--- src/rtl/indexed_sum_buffer.sv ---
// Indexed adder store: writes keep (a+b) and its carry per entry, reads return word/carry/bit/err.
// Latency: writes land on the accepting edge; read results appear one cycle after acceptance.
// Backpressure: in_ready drops only during clear; rd_ready follows the output register's free slot.
module indexed_sum_buffer #(
    parameter int WIDTH = 4,
    parameter int DEPTH = 4,
    localparam int IW = $clog2(DEPTH),
    localparam int BW = $clog2(WIDTH)
) (
    input  logic             clk,
    input  logic             rst_n,
    input  logic             clear,
    input  logic             in_valid,
    output logic             in_ready,
    input  logic [WIDTH-1:0] in_a,
    input  logic [WIDTH-1:0] in_b,
    input  logic [IW-1:0]    in_idx,
    input  logic             rd_valid,
    output logic             rd_ready,
    input  logic [IW-1:0]    rd_idx,
    input  logic [BW-1:0]    rd_bit,
    output logic             out_valid,
    input  logic             out_ready,
    output logic [WIDTH-1:0] out_word,
    output logic             out_carry,
    output logic             out_bit,
    output logic             out_err
);

    typedef struct packed {
        logic [WIDTH-1:0] word;
        logic             carry;
        logic             sel_bit;
        logic             err;
    } res_t;

    logic [WIDTH-1:0] entry_mem [DEPTH];
    logic             carry_mem [DEPTH];
    logic [DEPTH-1:0] written;
    logic             ready_en;
    logic [WIDTH:0]   sum_full;
    logic             wr_fire;
    logic             rd_fire;
    res_t             rd_res;
    res_t             out_res;

    // Handshakes stay closed during reset and open on the first edge after release.
    assign in_ready = ready_en && !clear;
    assign rd_ready = ready_en && (!out_valid || out_ready);
    assign wr_fire  = in_valid && in_ready;
    assign rd_fire  = rd_valid && rd_ready;
    assign sum_full = {1'b0, in_a} + {1'b0, in_b};

    always_ff @(posedge clk or negedge rst_n) begin
        if (!rst_n) begin
            ready_en <= 1'b0;
        end else begin
            ready_en <= 1'b1;
        end
    end

    // Clear masks the write through in_ready, so it wins over a same-cycle write.
    always_ff @(posedge clk or negedge rst_n) begin
        if (!rst_n) begin
            written <= '0;
        end else if (clear) begin
            written <= '0;
        end else if (wr_fire) begin
            written[in_idx] <= 1'b1;
        end
    end

    always_ff @(posedge clk) begin
        if (wr_fire) begin
            entry_mem[in_idx] <= sum_full[WIDTH-1:0];
            carry_mem[in_idx] <= sum_full[WIDTH];
        end
    end

    // Read sees pre-edge storage and flags, giving read-before-write/clear ordering.
    always_comb begin
        rd_res     = '0;
        rd_res.err = 1'b1;
        if (written[rd_idx]) begin
            rd_res.word    = entry_mem[rd_idx];
            rd_res.carry   = carry_mem[rd_idx];
            rd_res.sel_bit = entry_mem[rd_idx][rd_bit];
            rd_res.err     = 1'b0;
        end
    end

    always_ff @(posedge clk or negedge rst_n) begin
        if (!rst_n) begin
            out_valid <= 1'b0;
            out_res   <= '0;
        end else if (rd_fire) begin
            out_valid <= 1'b1;
            out_res   <= rd_res;
        end else if (out_ready) begin
            out_valid <= 1'b0;
        end
    end

    assign out_word  = out_res.word;
    assign out_carry = out_res.carry;
    assign out_bit   = out_res.sel_bit;
    assign out_err   = out_res.err;

endmodule

--- config.mk ---
export PLATFORM = sky130hd
export DESIGN_NAME = indexed_sum_buffer
export DESIGN_NICKNAME = d
export VERILOG_FILES = /design/src/rtl/indexed_sum_buffer.sv
export SDC_FILE = /design/constraint.sdc
export NUM_CORES = 1
export LEC_CHECK = 0
export BUFFER_PORTS_ARGS = -buffer_cell sky130_fd_sc_hd__buf_2
export CORE_ASPECT_RATIO = 2
export CORE_MARGIN = 10
export CORE_UTILIZATION = 40
export CTS_CLUSTER_DIAMETER = 50
export CTS_CLUSTER_SIZE = 28
export DETAILED_ROUTE_END_ITERATION = 10
export PLACE_DENSITY = 0.7
export SYNTH_ARGS = -nofsm -noshare
export SYNTH_HDL_FRONTEND = slang
export SYNTH_SLANG_ARGS = --single-unit
--- constraint.sdc ---
create_clock -name clk -period 2 [get_ports clk]
set_clock_uncertainty 0.1 [all_clocks]
set_input_delay 0.1 -clock clk [delete_from_list [all_inputs] [get_ports clk]]
set_output_delay 0.1 -clock clk [all_outputs]
set_load 0.02 [all_outputs]
# After elaboration in Yosys (flattened, before gate mapping)
# Memories as Yosys holds them, arrays and structs flattened.
# Index checks and enable logic that the tools add are counted.
# W data, S select, Z words.
[word_totals]
ff_bits = 13
ramBits = 20
memories = 2
[classes]
n_addsub = 1
n_lt_le_gt_ge = 4
n_mux = 13
bitwise = 1
reduce_logical = 10
[mem_list]
columns = ["memory", "words", "width", "read_ports", "rd_ports_with_merged_regs", "wr", "line", "source"]
rows = [
  ["entry_mem", 4, 4, 1, 0, 1, "37", "logic [WIDTH-1:0] entry_mem [DEPTH];"],
  ["carry_mem", 4, 1, 1, 0, 1, "38", "logic carry_mem [DEPTH];"],
]
[ops]
columns = ["cell", "n"]
rows = [
  ["$lt A2 B3 Y1 const B", 3],
  ["$mux W4", 2],
  ["$mux W1", 7],
  ["$mux W7", 1],
  ["$add A4 B4 Y5", 1],
  ["$logic_and A1 B1 Y1", 5],
  ["$bmux W1 S2", 2],
  ["$or A4 B4 Y4", 1],
  ["$reduce_bool A2 Y1", 2],
  ["$demux W1 S2", 1],
  ["$ge A2 B1 Y1 const B", 1],
  ["$logic_not A1 Y1", 2],
  ["$logic_or A1 B1 Y1", 1],
]

# Logic depth before layout (Yosys ltp)
# Gate-level depths: netlist (run 1).
[depth]
depth_word = 7
depth_mapped = 6

# Least setup slack after synthesis (run 1)
# OpenSTA, ideal clock, no wires.
[synth_path]
kind = "flip-flop to flip-flop"
start = "register ready_en"
end = "memory carry_mem[3] (enable)"
t_arrival_ns = 1.074
setup_slack_ns = 0.507
stages_incl_launch_ff = 3
n_path_buf = 0
synth_period_minus_slack_ns = 1.493
path_cell_list = "dfrtp_1 > nor2b_1 > and4_1"
[synth_between]
elab_chain_cells = 4
[synth_lines]
columns = ["item", "line", "source"]
rows = [
  ["start: declaration", "40", "logic ready_en;"],
  ["start signal: assignment", "56", "ready_en <= 1'b0;"],
  ["start signal: assignment", "58", "ready_en <= 1'b1;"],
  ["$logic_and A1 B1 Y1", "48", "assign in_ready = ready_en && !clear;"],
  ["named net in_ready", "14", "output logic in_ready,"],
  ["$logic_and A1 B1 Y1", "50", "assign wr_fire = in_valid && in_ready;"],
  ["$mux W1", "74", "if (wr_fire) begin"],
  ["$mux W1 (not written as such)", "76", "carry_mem[in_idx] <= sum_full[WIDTH];"],
  ["end: declaration", "38", ""],
]
# The timed path passes the listed nets, and every way through them passes these cells.

# Worst setup path in the final report (run 1)
[layout_path]
start = "input clear"
end = "memory entry_mem[1][1] (enable)"
[layout_between]
elab_chain_cells = 5
[layout_lines]
columns = ["item", "line", "source"]
rows = [
  ["start: declaration", "12", "input logic clear,"],
  ["$logic_not A1 Y1", "48", ""],
  ["$logic_and A1 B1 Y1", "48", ""],
  ["$logic_and A1 B1 Y1", "50", ""],
  ["$mux W1", "74", ""],
  ["$mux W1 (not written as such)", "75", "entry_mem[in_idx] <= sum_full[WIDTH-1:0];"],
  ["end: declaration", "37", ""],
]
# No other way between the ends.

==> metrics, run 1 <==
status=complete, but fails checks; failing checks=hold timing; Top Family by Delay on Critical Path=buffers and inverters; deepest clock path buffer count=2; Final Max Slew Viols=0; PostCTS Resize Cnt=0; Seq cells post-synth=33; EDFF count, synth=20; CTS tree=done; Hold Slack=-4.46 ps; Synth Warn #=0; GP Congestion=0.786; CP max stage delay=530 ps; synth unique cells=28; Hold Buf Count CTS=2; Routed WL=3010 um; setup tns final=0 ps; WL/cell=15.1 um; Final Hold Viols=1; Initial DRT Pass Iterations=4; Port-buffer cells=29; Worst Hold Class=input pin to flop; final setup fails=0; unrepaired setup endpoints after global routing=no; Die H=109 um; Die ar.=6980 um2; DRT antenna net count=0; largest net degree at the start of global routing=15; required time of the worst setup path=1860 ps; fin crit period=1580 ps; CP max stage cell=dlygate4sd3_1; P_leak=0.791 nW; clock buffer count from CTS=5; CTS sink count=33; Starting Density=40.9%; first-pass GRT wire length=5010 um; drt drc=0; DPL Wire Length=2530 um; Setup Crit Path Kind=input pin to flop; chip width=64.3 um; crit-path cells=dlygate4sd3_1 -> buf_2 -> nand3b_1 -> nor2_1 -> and2_1; drt via density=4.98; fin cells=200; Buf+Inv Stages, Crit Path=2; critical path endpoint category=flop; row count=32; GRT Overall Usage=9.16%; Root Buffer=clkbuf_8; post-synthesis sequential area ratio=59.0%; post-route cell area=1870 um2; gr ovfl total=0; fin nets=173; DR iter-0 viols=44; Core Area=3840 um2; Syn Inst Count=112; Area Growth Syn to Fin=19.1%; max_cap viols=0; antenna cells=0; Synth async-reset ratio=39.4%; Avg Cell Area, Syn=14.0 um2; Final Util=48.7%; f_max=631 MHz; CP Data Arrival Time=1440 ps; # H-tree levels=2; Peak supply drop=0.605 mV; Placed Instances=190; later-pin clock latency in the skew report=280 ps; top_reg_cell synth=edfxtp_1; initial antenna violation count=0; routed vias=996; Ports=30; area of the mapped netlist=1570 um2; syn_nets=137; layout cell share with drive strength beyond 1=31.5%; vias in the first global route=1095; period utilization=79.2%; CP Max Fanout=6; startpoint types=input pin; postcts setup bufs=0; Cell Pwr Density=806 nW/um2; Placed Area=1740 um2; Reg clk slew, reported paths=60 ps
==> per-stage QoR <==
stage	setup slack (ps)	total power, W	hold WS (ps)
2_1_floorplan	507	0.000886	-296
3_3_place_gp	545	0.000931	-113
3_5_place_dp	506	0.000940	-101
4_1_cts	407	0.00152	4.66
5_1_grt	318	0.00156	2.93
6_report	416	0.00151	-4.46
==> power by group <==
group,internal (W),switching [W]
Combinational,0.0000719,0.0000930
Sequential,0.000755,0.00000816
Clock,0.000355,0.000224
==> layout make-up <==
type / count / area, um2
Tap cell: 51 / 63.8
Multi-Input combinational cell: 70 / 571
Fill cell: 374 / 1970
Clock buffer: 8 / 111
Sequential cell: 33 / 926
Inverter: 5 / 18.8
Timing Repair Buffer: 33 / 180
==> Yosys cell counts, types with 2 or more instances <==
master,number,area share [%]
mux2i_1,4,2.5
nor2b_1,2,0.80
o21ai_0,7,2.2
mux4_2,8,11
nand3_1,2,0.64
inv_1,5,1.2
nor2_1,8,1.9
a21oi_1,2,0.64
xnor2_1,2,1.1
ha_1,4,3.2
a31oi_1,2,0.80
and2_1,2,0.80
edfxtp_1,20,38
dfrtp_1,13,21
nand2b_1,2,0.80
a2bb2oi_1,2,1.1
clkbuf_8,4,3.5
nand2_1,13,3.1
==> metal layers <==
layer	vias up	GRT usage [%]	wire (um)
li1	480	-	-
met1	478	7.69	1020
met2	32	17.6	1720
met3	6	3.73	183
met4	0	4.46	83
met5	-	0	0
==> flip-flops by register name, summed over array words and instances, names as in the netlist <==
name and cells:
out_err 1, written 4, carry_mem 4, out_carry 1, out_valid 1, out_bit 1, entry_mem 16, out_word 4
ready_en 1
==> placed cells by master (no fill, tap or decap), types with 4 or more instances in the layout <==
cell and instances:
mux2i_1 4, o21ai_0 7, ha_1 4, clkbuf_8 6, nor2_1 8, inv_1 5, edfxtp_1 20, mux4_2 8
dfrtp_1 13, buf_2 29, nand2_1 13
==> cell families (layout without fill, tap and decap cells) <==
kind of cell / after synthesis / count (layout) / share of synthesized area [%]
AO/OA/AOI/OAI: 16 / 16 / 6.06
XOR/XNOR: 2 / 2 / 1.12
adder cells (fa/ha/maj): 5 / 5 / 4.46
buffers and inverters: 9 / 46 / 4.70
flip-flops: 33 / 33 / 59.0
multiplexers: 12 / 12 / 14.0
other: 1 / 1 / 0.239
AND/OR/NAND/NOR: 34 / 34 / 10.4
==> worst reg2reg max path, delay by kind of cell (launching register included) <==
family | cells | cell delay [ps]
mux | 1 | 470
compound gates | 3 | 420
flops | 1 | 410
==> worst paths after layout <==
path | start | endpoint | slack (ps) | depth (start not counted)
hold / removal | rd_valid | out_bit | -4 | 3
min in group asynchronous | rst_n | written[0] | 130 | 2
setup reg to reg | entry_mem[0][0] | out_bit | 490 | 4
setup / recovery | clear | entry_mem[1][1] | 420 | 5
hold reg to reg | out_word[3] | out_word[3] | 370 | 2
max in group asynchronous | rst_n | out_word[3] | 1450 | 2
Power figures use the tool's default switching activity.
==> run 2: changes to the inputs <==
--- a/config.mk
+++ b/config.mk
@@ -12,7 +12,7 @@
 export CTS_CLUSTER_DIAMETER = 50
 export CTS_CLUSTER_SIZE = 28
 export DETAILED_ROUTE_END_ITERATION = 10
-export PLACE_DENSITY = 0.7
+export PLACE_DENSITY = 0.72
 export SYNTH_ARGS = -nofsm -noshare
 export SYNTH_HDL_FRONTEND = slang
 export SYNTH_SLANG_ARGS = --single-unit
==> constraint.sdc (replaced) <==
create_clock -name clk -period 1.3 [get_ports clk]
set_clock_uncertainty 0.1 [all_clocks]
set_input_delay 0.065 -clock clk [delete_from_list [all_inputs] [get_ports clk]]
set_output_delay 0.065 -clock clk [all_outputs]
set_load 0.02 [all_outputs]
==> metrics, run 2 (synthesis results as in run 1) <==
chip width=64.3 um; max_cap viols=0; Worst Hold Class=input pin to flop; R2R cell count=4; hold path startpoint=out_ready; Reg clk slew, reported paths=70 ps; Worst Hold Endpoint=out_valid; vias in the first global route=1188; most frequent cells in the layout=28 x buf_2, 20 x edfxtp_1, 15 x buf_4; post-route cell area=2090 um2; Peak supply drop=0.904 mV; GRT busiest layer=met2; CP Data Arrival Time=1580 ps; Port-buffer cells=29; DR iter-0 viols=42; Initial DRT Pass Iterations=4; drt drc=0; # H-tree levels=2; DPL Wire Length=2710 um; Die H=109 um; DRT antenna net count=0; later-pin clock latency in the skew report=280 ps; M1 GR Usage=8.46%; layout cell share with drive strength beyond 1=46.1%; P_leak=0.904 nW; gr ovfl total=0; critical path endpoint category=flop; routed vias=1094; largest net degree at the start of global routing=14; R2R Path End=out_bit; Hold Slack=-17.0 ps; setup tns final=-904 ps; status=complete, but fails checks; Final Max Slew Viols=0; failing checks=hold timing, setup timing; drt via density=5.02; initial antenna violation count=0; GP Congestion=0.798; period utilization=116%; reg-to-reg critical path startpoint=entry_mem[0][3]; CTS tree=done; final setup fails=17; Routed WL=3490 um; max reg flops=16; f_max=662 MHz; PnR worst setup slack=-210 ps; Root Buffer=clkbuf_8; antenna cells=0; Core Area=3840 um2; FF-to-FF setup slack=-210 ps; most common cell after layout, fill and taps aside=buf_2; startpoint types=flop; Final Hold Viols=1; Placed Area=1820 um2; first-pass GRT wire length=5560 um; fin crit period=1510 ps; clock buffer count from CTS=5; deepest clock path buffer count=2; Cell Pwr Density=1150 nW/um2; met2 usage=19.8%; Setup Crit Path Kind=flop to flop; final total power=0.00242 W; CP Max Fanout=2; row count=32; Starting Density=40.9%; unrepaired setup endpoints after global routing=yes; GRT Overall Usage=10.3%; Die ar.=6980 um2; Area Growth Syn to Fin=33.3%; met3 usage=3.73%; fin nets=191; Cells on Worst Hold Path=3; WL/cell=16.0 um; CTS sink count=33; required time of the worst setup path=1370 ps; Most flops, register=entry_mem; Ports=30
[run 2: changes by cell type in the layout (fill, tap and decap cells not counted), moves of 2 or more]
cell           delta
o21ai_2           +2
buf_4            +13
o21ai_1           +4
buf_6             +4
nor2_1            -2
nand2_2           +2
dlygate4sd3_1     +2
o21ai_0           -6
and2_1            -2
and2_4            +2
nand2_1           -2
[run 2: repair_timing]
action	in CTS	in global routing
setup endpoints to repair	20	27
hold buffers	4	0
endpoints found under the hold margin	19	0
setup buffers	4	3
resized for setup	4	22
pin swaps	2	10
[run 2: per-stage QoR]
step	setup WS, ps	util, %	instances	hold WS (ps)
6_report	-210	54.5	218	-17.0
4_1_cts	-207	52.1	215	-35.5
5_1_grt	-258	54.5	218	6.72
3_3_place_gp	-127	47.4	199	-146
2_1_floorplan	-83.1	-	112	-331
3_5_place_dp	-195	47.4	199	-133
[run 2: how the worst max path moves through the flow]
stage	startpoint	end	slack [ps]
after detailed placement	entry_mem[0][3]	out_bit	-200
after floorplan	entry_mem[0][3]	out_bit	-80
after CTS	entry_mem[0][3]	out_bit	-210
final	entry_mem[0][3]	out_bit	-210
after global routing	entry_mem[0][3]	out_bit	-260
after global placement	entry_mem[0][3]	out_bit	-130
[run 2: layout make-up]
class                   count  area [um2]
clock buffers               5        68.8
clock inverters             3        41.3
fillers                   344        1750
inverters                   5        18.8
multi-input cells          70         637
flip-flops and latches     33         926
well taps                  51        63.8
repair buffers             51         338
[run 2: layer usage]
layer | vias to the layer above | share of wire, %
met4 | 0 | 2.0
met1 | 539 | 34
met5 | - | 0
li1 | 518 | -
met3 | 7 | 4.6
met2 | 30 | 59
[run 2: power breakdown]
group / switching [W] / internal [W]
registers: 0.0000124 / 0.00116
clock network: 0.000366 / 0.000564
logic: 0.000165 / 0.000148
total: 0.000544 / 0.00187
[run 2: worst max-delay path, stage by stage, from the launching register on]
cell	delay, ps
edfxtp_1	400
mux4_2	490
a2bb2oi_2	150
a22oi_2	180
o21ai_1	80
